`src/rtl/frame_pkg.sv`:
```
// Shared definitions for the double-buffered SRAM frame store.
// Holds the frame geometry, the SRAM word-address field layout, the palette
// index type and the next-frame writer state encoding.
package frame_pkg;

  // Frame geometry: four 4-bit pixels are packed into each 16-bit SRAM word.
  localparam int H_WORDS      = 160;
  localparam int FRAME_ROWS   = 480;
  localparam int PIX_PER_WORD = 4;

  // SRAM word address layout: [19]=0, [18]=buffer, [17:8]=row, [7:0]=word column.
  localparam int ADDR_W  = 20;
  localparam int WORD_W  = 16;
  localparam int BUF_BIT = 18;
  localparam int ROW_LSB = 8;
  localparam int ROW_W   = BUF_BIT - ROW_LSB;  // 10 bits of row
  localparam int COL_W   = ROW_LSB;            // 8 bits of word column

  typedef logic [3:0] color_idx_t;

  typedef enum logic [2:0] {
    ST_IDLE    = 3'd0,
    ST_RD      = 3'd1,
    ST_RD_WAIT = 3'd2,
    ST_WR      = 3'd3,
    ST_CLR     = 3'd4
  } wr_state_t;

  // Word address of (buffer, row, word column) in the frame store.
  function automatic logic [ADDR_W-1:0] frame_addr(
    input logic             buf_sel,
    input logic [ROW_W-1:0] row,
    input logic [COL_W-1:0] col
  );
    logic [ADDR_W-1:0] a;
    a                    = '0;
    a[BUF_BIT]           = buf_sel;
    a[ROW_LSB +: ROW_W]  = row;
    a[COL_W-1:0]         = col;
    return a;
  endfunction

  // Word column holding pixel column x.
  function automatic logic [COL_W-1:0] pix_word_col(input logic [9:0] x);
    return x[9:2];
  endfunction

  // Nibble lane of pixel column x inside its word.
  function automatic logic [1:0] pix_lane(input logic [9:0] x);
    return x[1:0];
  endfunction

endpackage

```
`src/rtl/nibble_merge.sv`:
```
// Replaces one 4-bit pixel lane of a 16-bit frame-store word with a new colour.
// Latency: purely combinational. Backpressure: none (no handshake).
// Ports: i_word (original word), i_idx (lane 0..3, lane p = bits [4p+3:4p]),
//        i_color (new palette index), o_word (merged word).
module nibble_merge
  import frame_pkg::*;
(
  input  logic [WORD_W-1:0] i_word,
  input  logic [1:0]        i_idx,
  input  color_idx_t        i_color,
  output logic [WORD_W-1:0] o_word
);

  always_comb begin
    o_word = i_word;
    case (i_idx)
      2'd0:    o_word[3:0]   = i_color;
      2'd1:    o_word[7:4]   = i_color;
      2'd2:    o_word[11:8]  = i_color;
      default: o_word[15:12] = i_color;
    endcase
  end

endmodule

```
`src/rtl/next_frame_writer.sv`:
```
// Write engine for the next-frame SRAM buffer: single-pixel read-modify-write
// and bulk clear to BG_COLOR. Latency: pixel write lands 3 granted cycles after
// accept; a clear takes H_WORDS*FRAME_ROWS granted cycles. Backpressure:
// req_ready only in IDLE with SRAM granted and no clear waiting; sram_grant=0
// idles the SRAM controls and freezes progress.
// Ports: Clk/Reset (async active-high); even_frame selects the displayed
// buffer (we write ~even_frame); req_* pixel request handshake; clear_start
// pulse; busy/clear_done/dropped status; SRAM_* and Data_* drive the shared port.
// Optional build macro NEXT_FRAME_TRANSPARENCY_EN: colour index 0 becomes
// transparent (accepted, never written, no dropped pulse).
module next_frame_writer
  import frame_pkg::*;
#(
  parameter int         H_PIXELS = H_WORDS * PIX_PER_WORD,
  parameter int         V_PIXELS = FRAME_ROWS,
  parameter color_idx_t BG_COLOR = 4'h0
) (
  input  logic              Clk,
  input  logic              Reset,
  input  logic              even_frame,
  input  logic              sram_grant,
  input  logic              req_valid,
  output logic              req_ready,
  input  logic [9:0]        req_x,
  input  logic [9:0]        req_y,
  input  color_idx_t        req_color,
  input  logic              clear_start,
  output logic              busy,
  output logic              clear_done,
  output logic              dropped,
  output logic [ADDR_W-1:0] SRAM_ADDRESS,
  output logic              SRAM_OE_N,
  output logic              SRAM_WE_N,
  output logic [WORD_W-1:0] Data_to_SRAM,
  input  logic [WORD_W-1:0] Data_from_SRAM
);

  // Range limits sized to the operands they are compared against.
  localparam logic [9:0]       X_LIMIT  = 10'(H_PIXELS);
  localparam logic [9:0]       Y_LIMIT  = 10'(V_PIXELS);
  localparam logic [COL_W-1:0] LAST_COL = COL_W'(H_PIXELS / PIX_PER_WORD - 1);
  localparam logic [ROW_W-1:0] LAST_ROW = ROW_W'(V_PIXELS - 1);

  wr_state_t         r_state;
  wr_state_t         w_state_nxt;

  logic              r_clr_pend;
  logic              r_buf;        // buffer bit latched at accept / clear start
  logic [COL_W-1:0]  r_xw;         // latched word column
  logic [1:0]        r_xp;         // latched nibble lane
  logic [ROW_W-1:0]  r_y;
  color_idx_t        r_color;
  logic [WORD_W-1:0] r_word_q;     // word captured in RD_WAIT
  logic [COL_W-1:0]  r_col;        // clear sweep position
  logic [ROW_W-1:0]  r_row;

  logic              w_clr_req;
  logic              w_ready_idle;
  logic              w_accept;
  logic              w_oor;
  logic              w_transparent;
  logic              w_clr_go;
  logic              w_last_clr;
  logic [ADDR_W-1:0] w_pix_addr;
  logic [ADDR_W-1:0] w_clr_addr;
  logic [WORD_W-1:0] w_merged;

  // A clear is wanted if one is already queued or is being requested now;
  // either way it outranks a pixel request in the same cycle.
  assign w_clr_req    = r_clr_pend | clear_start;
  // Reset gates ready so nothing is accepted while reset is held.
  assign w_ready_idle = sram_grant & ~w_clr_req & ~Reset;
  assign w_accept     = (r_state == ST_IDLE) & req_valid & w_ready_idle;
  assign w_clr_go     = (r_state == ST_IDLE) & sram_grant & w_clr_req;
  assign w_oor        = (req_x >= X_LIMIT) | (req_y >= Y_LIMIT);
  assign w_last_clr   = (r_row == LAST_ROW) & (r_col == LAST_COL);

`ifdef NEXT_FRAME_TRANSPARENCY_EN
  assign w_transparent = (req_color == 4'h0);
`else
  assign w_transparent = 1'b0;
`endif

  assign w_pix_addr = frame_addr(r_buf, r_y, r_xw);
  assign w_clr_addr = frame_addr(r_buf, r_row, r_col);

  nibble_merge u_merge (
    .i_word  (r_word_q),
    .i_idx   (r_xp),
    .i_color (r_color),
    .o_word  (w_merged)
  );

  // ---------------------------------------------------------------- state reg
  always_ff @(posedge Clk or posedge Reset) begin
    if (Reset) begin
      r_state <= ST_IDLE;
    end else begin
      r_state <= w_state_nxt;
    end
  end

  // --------------------------------------------------------------- next state
  // Every transition needs the grant; without it the FSM holds, except that
  // a read lost in RD_WAIT falls back to RD so the read is issued again.
  always_comb begin
    w_state_nxt = r_state;
    case (r_state)
      ST_IDLE: begin
        if (w_clr_go) begin
          w_state_nxt = ST_CLR;
        end else if (w_accept && !w_oor && !w_transparent) begin
          w_state_nxt = ST_RD;
        end
      end
      ST_RD: begin
        if (sram_grant) w_state_nxt = ST_RD_WAIT;
      end
      ST_RD_WAIT: begin
        w_state_nxt = sram_grant ? ST_WR : ST_RD;
      end
      ST_WR: begin
        if (sram_grant) w_state_nxt = ST_IDLE;
      end
      ST_CLR: begin
        if (sram_grant && w_last_clr) w_state_nxt = ST_IDLE;
      end
      default: w_state_nxt = ST_IDLE;
    endcase
  end

  // ---------------------------------------------------------------- outputs
  always_comb begin
    req_ready    = 1'b0;
    busy         = (r_state != ST_IDLE) | r_clr_pend;
    clear_done   = 1'b0;
    dropped      = 1'b0;
    SRAM_ADDRESS = '0;
    SRAM_OE_N    = 1'b1;
    SRAM_WE_N    = 1'b1;
    Data_to_SRAM = '0;
    case (r_state)
      ST_IDLE: begin
        req_ready = w_ready_idle;
        dropped   = w_accept & w_oor;
      end
      ST_RD, ST_RD_WAIT: begin
        SRAM_ADDRESS = w_pix_addr;
        SRAM_OE_N    = ~sram_grant;
      end
      ST_WR: begin
        SRAM_ADDRESS = w_pix_addr;
        SRAM_WE_N    = ~sram_grant;
        Data_to_SRAM = w_merged;
      end
      ST_CLR: begin
        SRAM_ADDRESS = w_clr_addr;
        SRAM_WE_N    = ~sram_grant;
        Data_to_SRAM = {4{BG_COLOR}};
        clear_done   = sram_grant & w_last_clr;
      end
      default: ;
    endcase
  end

  // ---------------------------------------------------------------- datapath
  always_ff @(posedge Clk or posedge Reset) begin
    if (Reset) begin
      r_clr_pend <= 1'b0;
      r_buf      <= 1'b0;
      r_xw       <= '0;
      r_xp       <= '0;
      r_y        <= '0;
      r_color    <= '0;
      r_word_q   <= '0;
      r_col      <= '0;
      r_row      <= '0;
    end else begin
      // Pending flag: consumed when the clear launches; a pulse that arrives
      // mid-clear is meaningless and is not queued.
      if (w_clr_go) begin
        r_clr_pend <= 1'b0;
      end else if (clear_start && (r_state != ST_CLR)) begin
        r_clr_pend <= 1'b1;
      end

      if (w_accept) begin
        r_buf   <= ~even_frame;
        r_xw    <= pix_word_col(req_x);
        r_xp    <= pix_lane(req_x);
        r_y     <= req_y;
        r_color <= req_color;
      end

      if (w_clr_go) begin
        r_buf <= ~even_frame;
        r_col <= '0;
        r_row <= '0;
      end else if ((r_state == ST_CLR) && sram_grant) begin
        if (r_col == LAST_COL) begin
          r_col <= '0;
          r_row <= r_row + 1'b1;
        end else begin
          r_col <= r_col + 1'b1;
        end
      end

      if ((r_state == ST_RD_WAIT) && sram_grant) begin
        r_word_q <= Data_from_SRAM;
      end
    end
  end

endmodule
```
`config.mk`:
```
export PLATFORM = sky130hd
export DESIGN_NAME = next_frame_writer
export DESIGN_NICKNAME = d
export VERILOG_FILES = /design/src/rtl/frame_pkg.sv /design/src/rtl/nibble_merge.sv /design/src/rtl/next_frame_writer.sv
export SDC_FILE = /design/constraint.sdc
export NUM_CORES = 1
export LEC_CHECK = 0
export BUFFER_PORTS_ARGS = -buffer_cell sky130_fd_sc_hd__buf_2
export CORE_ASPECT_RATIO = 0.9
export CORE_MARGIN = 3
export CORE_UTILIZATION = 54
export CTS_CLUSTER_SIZE = 12
export DETAILED_ROUTE_END_ITERATION = 6
export MAX_ROUTING_LAYER = met4
export PLACE_DENSITY = 0.92
export SYNTH_ARGS = -nofsm -noshare
export SYNTH_HDL_FRONTEND = slang
export SYNTH_SLANG_ARGS = --single-unit
```
`constraint.sdc`:
```
create_clock -name Clk -period 2.35 [get_ports Clk]
set_input_delay 0 -clock Clk [delete_from_list [all_inputs] [get_ports Clk]]
set_output_delay 0 -clock Clk [all_outputs]
set_load 0.05 [all_outputs]
```
==> metrics.yaml, run 1 <==
clocking:
  clk_pin_slew_ps: 80
  htree_levels: 3
  numCtsBuffers: 9
  clkSinkCount: 63
  cts_tree: "yes"
  clk_root_buffer_cell: "clkbuf_8"
  cts_buffer_depth: 2
  clock_latency_ps: 370
yosys:
  synthTopCellsByArea: "dfrtp_1 45%, mux2_4 7.7%, mux2_2 7.7%"
  syn_area_mm2: 0.00352
  seq_area_frac_synth_pct: 44.7
  async_flop_share_pct: 100
  syn_nets: 377
  yosys.area.top_type_share_pct: 44.7
  synth_xor_area_share_pct: 0.497
  synth_top_area_cell: "dfrtp_1"
  ys.flop_type: "dfrtp_1"
  syn_area_per_cell_um2: 10.7
  synthSimpleGateAreaFrac_pct: 19.0
  ys_ff_latch: 63
  synth-edff-count: 0
  synth_compound_area_share_pct: 12.4
  synth_fa_ha_area_share_pct: 0.710
  ys_types: 54
  synth_mux_area_share_pct: 18.5
  yosysWarnings: 0
  synth_top_family_by_area: "simple AND/OR/NAND/NOR gates"
  syn_inst: 329
place:
  placement.io_buffers: 86
  gp_congestion: 0.892
  pre_cts_slack_ps: 311
  placedCellCount: 484
  dpl.hpwl_um: 6340
  placed_area_mm2: 0.00398
grt:
  gr-total-overflow: 0
  grtUsageTotal_pct: 29.3
  grt_pass1_wl_um: 16500
  grt_max_degree: 35
  antenna_found_initial: 0
  grt_pass1_vias: 3165
floorplan:
  rows: 27
  die_y_um: 82.6
  io_pins: 88
  die-area_mm2: 0.00753
  start_util_pct: 56.7
  core-area_mm2: 0.00622
  die_w_um: 91.1
worst_setup_path:
  path_cells: "nor4b_4 -> nand3_4 -> nor2_1 -> buf_2"
  reg2reg_depth: 5
  crit_family: "simple AND/OR/NAND/NOR gates"
  path_class: "flop to output pin"
  cp_max_fo: 14
  cp_num_buf_inv: 1
  crit_required_ps: 2350
  cp-end-kind: "output pin"
  start_kind: "flop"
  r2r-start: "r_state[0]"
  slowest_delay_ps: 560
  crit_arrival_ps: 2250
  rrSetupSlack_ps: 130
  cp_slowest_cell: "dfrtp_1"
  rr_endpoint: "r_y[2]"
timing:
  rsz0062_at_grt: "no"
  min_period_ps: 2250
  worst_slew_pin_slew_ps: 924
  setup-violations-final: 0
  slew_viol_final: 0
  layout_setup_ws_ps: 100
  min_period_over_period_pct: 95.7
  timing.fmax_ghz: 0.444
  slew_headroom_pct: 38.4
  hold_viol_final: 0
  fin_setup_tns_ps: 0
  fin_worst_skew_ps: 21.9
pwr:
  power_leakage_nw: 2.27
  ir_drop_mv: 0.665
  total_power_mw: 3.94
  powerDensity_mw_per_mm2: 836
route:
  wl_met2_um: 5600
  ant_nets: 0
  wl_met1_um: 4160
  dr.max_layer_used: "met4"
  totalWireLength_um: 11100
  drt-initial-drc-count: 439
  via_count: 3390
  wl_met3_um: 1020
  viasPerCell: 6.13
  firstDrtPassIters: 5
  drc: 0
  wl_per_cell_um: 20.1
finish:
  final_cell_mix: "86 x buf_2, 63 x dfrtp_1, 45 x nand2_1, 44 x dlygate4sd3_1, 24 x mux2_2"
  fin_nets: 509
  stdcell_area_mm2: 0.00471
  drive_above_1_share_pct: 37.3
  layout_commonest_cell: "buf_2"
  area_delta_synth_final_pct: 33.6
  antenna_cells: 0
  finalNonFillerCells: 553
outcome:
  status: "finished clean"
worst_hold_path:
  hold_depth: 3
  hold_path_class: "input port to flop"
  whs_endpoint: "r_buf"
  hold_start: "even_frame"
run:
  drv_cap: 0
## worst min-delay path, cell delays in order
cell and delay (ps):
buf_2 90, a21oi_1 40, a31o_2 200
## power breakdown
group          internal (mW)  switching (mW)  leakage [nW]  total (mW)
registers               1.31           0.306         0.837        1.62
logic                  0.546           0.782          1.33        1.33
clock network          0.500           0.492        0.0964       0.992
total                   2.36            1.58          2.27        3.94
## kinds of logic after synthesis
kind of cell	Yosys count
xor+xnor	2
other cells	1
buf+inv	27
flops	63
fa+ha+maj	2
mux	53
compound gates	61
simple gates	120
## repair_timing
| action | in CTS | in global routing |
|---|---|---|
| pin swaps | 1 | 3 |
| endpoints found under the setup margin | 1 | 7 |
| buffers inserted | 0 | 8 |
| resized for setup | 0 | 2 |
| hold endpoints to repair | 75 | 0 |
| gates cloned | 1 | 0 |
| hold buffers | 44 | 0 |
## final cells by class
| cell class | count | area, um^2 |
|---|---|---|
| Timing Repair Buffer | 143 | 968 |
| Sequential cell | 63 | 1580 |
| Clock buffer | 9 | 124 |
| Clock inverter | 7 | 80.1 |
| Fill cell | 369 | 1510 |
| Multi-Input combinational cell | 240 | 1840 |
| Tap cell | 87 | 109 |
| Inverter | 4 | 15.0 |
## metrics by stage
stage                     hold WS, ps  utilization, %
final                            12.8            75.7
after CTS                        3.43            74.6
after detailed placement          166            64.1
after global routing             15.7            75.7
after global placement            154            64.1
after floorplan                   111               -
## how the worst max path moves through the flow
stage,from,endpoint,depth (start not counted)
2_1_floorplan,r_state[0],SRAM_ADDRESS[16],4
3_3_place_gp,r_state[1],r_row[0],4
3_5_place_dp,r_state[1],r_row[0],4
4_1_cts,r_col[0],clear_done,5
5_1_grt,r_state[0],SRAM_ADDRESS[15],4
6_report,r_state[0],dropped,4
## registers in the layout (all words and copies together), names as in the netlist
| name | cells |
|---|---|
| r_row | 10 |
| r_word_q | 16 |
| r_xp | 2 |
| r_col | 8 |
| r_clr_pend | 1 |
| r_xw | 8 |
| r_y | 10 |
| r_state | 3 |
| r_color | 4 |
| r_buf | 1 |
## synth_stat cells (2+ instances only)
master    count
a21oi_1      11
a22o_1       11
and2_1        4
and3_1        3
and4_1        3
buf_1         2
buf_2         6
buf_4         2
buf_6         4
clkbuf_1      9
dfrtp_1      63
ha_1          2
inv_1         4
mux2_2       24
mux2_4       18
mux2i_1      11
nand2_1      45
nand3_1      13
nand3b_1      3
nand4_1       6
nor2_1       17
nor2b_1       3
nor3_1        2
o211ai_1      4
o21a_1        2
o21ai_0      16
o22ai_1       7
or2_2         2
or3_1         3
or4_1         4
xor2_1        2
## per-layer routing
metal  GRT usage (%)  up-vias
met2            50.5      246
met4            8.28        0
li1                -     1459
met5               -        -
met1            34.9     1644
met3            7.25       41
Note: power is estimated with default switching activity, not from simulation.
==> run 2: changes to the inputs <==
Settings changed: BUFFER_PORTS_ARGS -buffer_cell sky130_fd_sc_hd__buf_2 to default, CORE_UTILIZATION 54 to 63, DONT_BUFFER_PORTS from default to 1, PLACE_DENSITY 0.92 to 0.9.
==> metrics.yaml, run 2 (same netlist as run 1, synthesis figures left out) <==
outcome:
  status: "finished clean"
clocking:
  cts_tree: "yes"
  clock_latency_ps: 360  # about the same
  clkSinkCount: 63  # unchanged
  htree_levels: 3  # unchanged
  cts_buffer_depth: 2  # unchanged
  numCtsBuffers: 9  # unchanged
  clk_root_buffer_cell: "clkbuf_8"
  clk_pin_slew_ps: 80  # about the same
worst_setup_path:
  start_kind: "flop"
  rrSetupSlack_ps: 180  # +50 ps
  cp-end-kind: "output pin"
  crit_arrival_ps: 2270  # +20 ps
  cp_slowest_cell: "a22o_1"
  r2r-start: "r_state[0]"
  rr_endpoint: "r_state[0]"
  reg2reg_depth: 6  # +1
  crit_required_ps: 2350  # about the same
  cp_max_fo: 11  # -3
  crit_family: "simple AND/OR/NAND/NOR gates"
  path_cells: "nor2_1 -> and2_1 -> a22o_1"
  slowest_delay_ps: 570  # about the same
  path_class: "flop to output pin"
  cp_num_buf_inv: 0  # -1
route:
  drt-initial-drc-count: 515  # +17%
  via_count: 3211  # -5.3%
  ant_nets: 0  # unchanged
  totalWireLength_um: 10800  # -2.4%
  viasPerCell: 6.75  # +10%
  wl_per_cell_um: 22.8  # +13%
  drc: 0  # unchanged
  firstDrtPassIters: 6  # +1
floorplan:
  die_w_um: 84.8  # -6.9%
  core-area_mm2: 0.00532  # -14%
  rows: 25  # -7.4%
  start_util_pct: 66.3  # +9.6 points
  die_y_um: 76.9  # -6.9%
  die-area_mm2: 0.00653  # -13%
  io_pins: 88  # unchanged
place:
  placedCellCount: 408  # -16%
  dpl.hpwl_um: 5900  # -6.9%
  gp_congestion: 0.930  # +4.2%
  pre_cts_slack_ps: 456  # +145 ps
  placement.io_buffers: 0  # -100%
  placed_area_mm2: 0.00375  # -5.8%
grt:
  grt_pass1_vias: 3242  # +2.4%
  grt_pass1_wl_um: 17000  # +2.7%
  grtUsageTotal_pct: 34.9  # +5.6 points
  antenna_found_initial: 0  # unchanged
  gr-total-overflow: 0  # unchanged
  grt_max_degree: 30  # -14%
finish:
  layout_commonest_cell: "dfrtp_1"
  area_delta_synth_final_pct: 27.3
  largest_register_ffs: 16  # unchanged
  fill_cells: 250  # -32%
  final_cell_mix: "63 x dfrtp_1, 50 x dlygate4sd3_1, 45 x nand2_1, 36 x buf_4, 24 x mux2_2"
  fin_nets: 451  # -11%
  finalNonFillerCells: 476  # -14%
  drive_above_1_share_pct: 26.7  # -11 points
  reg.largest.list: "r_word_q: 16 flops, r_row: 10 flops, r_y: 10 flops"
  stdcell_area_mm2: 0.00449  # -4.7%
  top_register: "r_word_q"
pwr:
  total_power_mw: 3.97  # +0.90%
  power_leakage_nw: 2.05  # -9.4%
  ir_drop_mv: 0.917  # +38%
  powerDensity_mw_per_mm2: 886  # +5.9%
timing:
  min_period_over_period_pct: 96.6  # +0.87 points
  setup-violations-final: 0  # unchanged
  timing.fmax_ghz: 0.440  # -0.90%
  fin_worst_skew_ps: 11.3  # -10.6 ps
  worst_slew_pin_slew_ps: 934  # +9.75 ps
  slew_headroom_pct: 37.8  # -0.65 points
  min_period_ps: 2270  # +20.5 ps
  hold_viol_final: 0  # unchanged
  slew_viol_final: 0  # unchanged
  fin_setup_tns_ps: 0  # unchanged
  layout_setup_ws_ps: 79.6  # -20.5 ps
  rsz0062_at_grt: "no"
worst_hold_path:
  whs_endpoint: "r_state[1]"
  hold_depth: 3  # unchanged
  hold_path_class: "input port to flop"
  hold_start: "sram_grant"
run:
  drv_cap: 0  # unchanged
run 2: changes by cell type in the layout (fill, tap and decap cells not counted), sizes merged:
cell / change
nand3: -1
dlygate4sd3: +6
buf: -63
clkinv: +1
bufinv: +1
inv: -2
diode: +1
run 2: area by class of cell:
cell class | count | area, um^2 | share of cell area, %
clock buffer | 9 | 124 | 2.76
antenna | 1 | 2.50 | 0.0558
tap | 67 | 83.8 | 1.87
sequential | 63 | 1580 | 35.1
timing repair buffer | 86 | 771 | 17.2
inverter | 4 | 15.0 | 0.335
multi-input combinational | 239 | 1820 | 40.5
clock inverter | 7 | 97.6 | 2.18
run 2: power breakdown:
part,leakage [nW],total (mW),internal (mW),switching [mW]
Sequential,0.837,1.61,1.31,0.297
Clock,0.105,1.07,0.598,0.471
Combinational,1.11,1.30,0.534,0.762
Total,2.05,3.97,2.44,1.53
run 2: layer usage:
metal  routed length, um  track usage (%)
met1                3880             40.0
met2                5160             54.6
met3                1030             9.99
met4                 768             20.6
met5                   0                -
run 2: worst max path at each step:
stage	from	to	slack, ps	cells after the start
2_1_floorplan	r_state[0]	SRAM_ADDRESS[16]	420	4
3_3_place_gp	r_state[1]	r_row[0]	510	5
3_5_place_dp	r_state[1]	r_row[0]	460	5
4_1_cts	r_col[0]	clear_done	80	4
5_1_grt	r_state[0]	SRAM_ADDRESS[14]	20	3
6_report	r_state[0]	SRAM_ADDRESS[14]	80	3
run 2: worst min-delay path, stage by stage:
cell and delay, ps:
nand3b_1 60, buf_4 190, o21ai_0 120
run 2: what timing repair did:
item,in CTS,in global routing
resized for setup,0,1
endpoints found under the setup margin,0,2
setup buffers,0,1
endpoints found under the hold margin,71,0
hold buffers,50,0
run 2: per-stage QoR:
stage | util [%] | hold slack [ps]
after floorplan | - | 111
after global placement | 70.6 | -31.3
after detailed placement | 70.6 | -30.6
after CTS | 84.2 | 38.5
after global routing | 84.3 | 75.8
final | 84.4 | 70.3
==> run 3: changes to the inputs <==
Settings changed: PLACE_DENSITY 0.9 to 0.79.
==> metrics.yaml, run 3 (same netlist as run 1, synthesis figures left out) <==
outcome:
  status: "finished clean"
worst_setup_path:
  start_kind: "flop"
  cp_slowest_cell: "a22o_1"
  cp_max_fo: 11  # unchanged
  crit_required_ps: 2350  # about the same
  path_cells: "nor2_1 -> and2_1 -> a22o_1"
  r2r-start: "r_state[0]"
  rrSetupSlack_ps: 140  # -40 ps
  path_class: "flop to output pin"
  reg2reg_depth: 4  # -2
  cp_num_buf_inv: 0  # unchanged
  cp-end-kind: "output pin"
  crit_arrival_ps: 2250  # -20 ps
  rr_endpoint: "r_row[8]"
  slowest_delay_ps: 570  # about the same
  crit_family: "simple AND/OR/NAND/NOR gates"
route:
  drt-initial-drc-count: 291  # -43%
  via_count: 3038  # -5.4%
  viasPerCell: 6.48  # -4.0%
  ant_nets: 0  # unchanged
  totalWireLength_um: 10000  # -7.7%
  firstDrtPassIters: 5  # -1
  wl_per_cell_um: 21.3  # -6.3%
  drc: 0  # unchanged
grt:
  grtUsageTotal_pct: 32.3  # -2.7 points
  grt_pass1_wl_um: 15800  # -6.9%
  gr-total-overflow: 0  # unchanged
  antenna_found_initial: 0  # unchanged
  grt_max_degree: 50  # +67%
  grt_pass1_vias: 3020  # -6.8%
clocking:
  clk_pin_slew_ps: 70  # about the same
  htree_levels: 3  # unchanged
  cts_buffer_depth: 2  # unchanged
  numCtsBuffers: 9  # unchanged
  cts_tree: "yes"
  clkSinkCount: 63  # unchanged
  clk_root_buffer_cell: "clkbuf_8"
  clock_latency_ps: 360  # about the same
timing:
  worst_slew_pin_slew_ps: 1020  # +87.7 ps
  slew_viol_final: 0  # unchanged
  min_period_over_period_pct: 95.6  # -1.0 points
  hold_viol_final: 0  # unchanged
  min_period_ps: 2250  # -24.0 ps
  rsz0062_at_grt: "yes"
  slew_headroom_pct: 31.8  # -5.9 points
  setup-violations-final: 0  # unchanged
  timing.fmax_ghz: 0.445  # +1.1%
  fin_worst_skew_ps: 13.5  # +2.20 ps
finish:
  finalNonFillerCells: 469  # -1.5%
  top_register: "r_word_q"
  reg.largest.list: "r_word_q: 16 flops, r_row: 10 flops, r_y: 10 flops"
  area_delta_synth_final_pct: 25.1
  final_cell_mix: "63 x dfrtp_1, 45 x nand2_1, 45 x dlygate4sd3_1, 34 x buf_4, 24 x mux2_2"
  stdcell_area_mm2: 0.00441  # -1.8%
  fill_cells: 299  # +20%
  layout_commonest_cell: "dfrtp_1"
  antenna_cells: 0  # -1
  drive_above_1_share_pct: 26.6  # -0.099 points
  final_core_util_pct: 82.9  # -1.5 points
  largest_register_ffs: 16  # unchanged
  fin_nets: 445  # -1.3%
run:
  drv_cap: 0  # unchanged
worst_hold_path:
  whs_endpoint: "r_state[1]"
  hold_path_class: "input port to flop"
  hold_depth: 3  # unchanged
  hold_start: "sram_grant"
place:
  placedCellCount: 407  # -0.25%
  placed_area_mm2: 0.00375  # -0.20%
  placement.io_buffers: 0  # unchanged
  dpl.hpwl_um: 5830  # -1.2%
  gp_congestion: 0.919  # -1.1%
floorplan:
  die_w_um: 84.8  # unchanged
  io_pins: 88  # unchanged
  die-area_mm2: 0.00653  # unchanged
  rows: 25  # unchanged
  die_y_um: 76.9  # unchanged
  core-area_mm2: 0.00532  # unchanged
  start_util_pct: 66.3  # unchanged
pwr:
  total_power_mw: 3.80  # -4.3%
  power_leakage_nw: 2.00  # -2.7%
  ir_drop_mv: 0.996  # +8.6%
  powerDensity_mw_per_mm2: 863  # -2.6%
==> run 3: cell count changes in the layout (fill, tap and decap cells not counted) <==
cell           previous run  this run
buf_4                    36        34
bufinv_16                 2         1
clkbuf_1                  0         1
clkbuf_8                  9        10
clkinv_4                  2         0
clkinvlp_4                2         3
diode_2                   1         0
dlygate4sd3_1            50        45
nand3_2                   0         1
==> run 3: per-stage QoR <==
step                setup TNS [ps]  setup slack, ps  hold slack, ps
floorplan                        0              423             111
global placement                 0              406             116
detailed placement               0              302             123
CTS                              0             22.6            22.3
global route                 -25.2            -21.8            54.9
finish                           0              104            49.7
==> run 3: layer usage <==
| layer | vias up | GRT usage, % | share of wire (%) |
|---|---|---|---|
| li1 | 1338 | - | - |
| met2 | 188 | 49.9 | 48 |
| met4 | 0 | 14.7 | 4.6 |
| met3 | 44 | 9.02 | 7.6 |
| met1 | 1468 | 39.5 | 40 |
| met5 | - | - | 0 |
==> run 3: worst register-to-register path: cells and delay by family (launching register included) <==
| family | cells | cell delay, ps |
|---|---|---|
| flip-flops | 1 | 530 |
| AND/OR/NAND/NOR | 1 | 510 |
| AO/OA/AOI/OAI | 2 | 810 |
| multiplexers | 1 | 270 |
==> run 3: final cells by class <==
class                           count  area [um^2]  area share [%]
Clock buffer                       11          141            3.21
Clock inverter                      5         57.6            1.31
Inverter                            4         15.0           0.341
Multi-Input combinational cell    240         1830            41.5
Sequential cell                    63         1580            35.8
Tap cell                           67         83.8            1.90
Timing Repair Buffer               79          706            16.0
==> run 3: what timing repair did <==
item	4_1_cts	5_1_grt
hold buffers	45	0
setup endpoints to repair	0	2
resized for setup	0	1
setup buffers	0	0
endpoints found under the hold margin	91	0
==> run 3: power by group <==
group	internal [mW]	total, mW	switching [mW]	leakage, nW
logic	0.492	1.22	0.731	1.07
registers	1.31	1.61	0.297	0.837
clock network	0.517	0.968	0.452	0.0916
total	2.32	3.80	1.48	2.00
==> run 3: how the worst max path moves through the flow <==
stage	from	end	slack (ps)	depth (start not counted)
after CTS	r_col[0]	clear_done	20	4
after global placement	r_state[1]	r_row[0]	410	4
after global routing	r_col[0]	clear_done	-20	4
final	r_state[0]	SRAM_ADDRESS[7]	100	3
after detailed placement	r_state[1]	r_row[8]	300	4
after floorplan	r_state[0]	SRAM_ADDRESS[16]	420	4
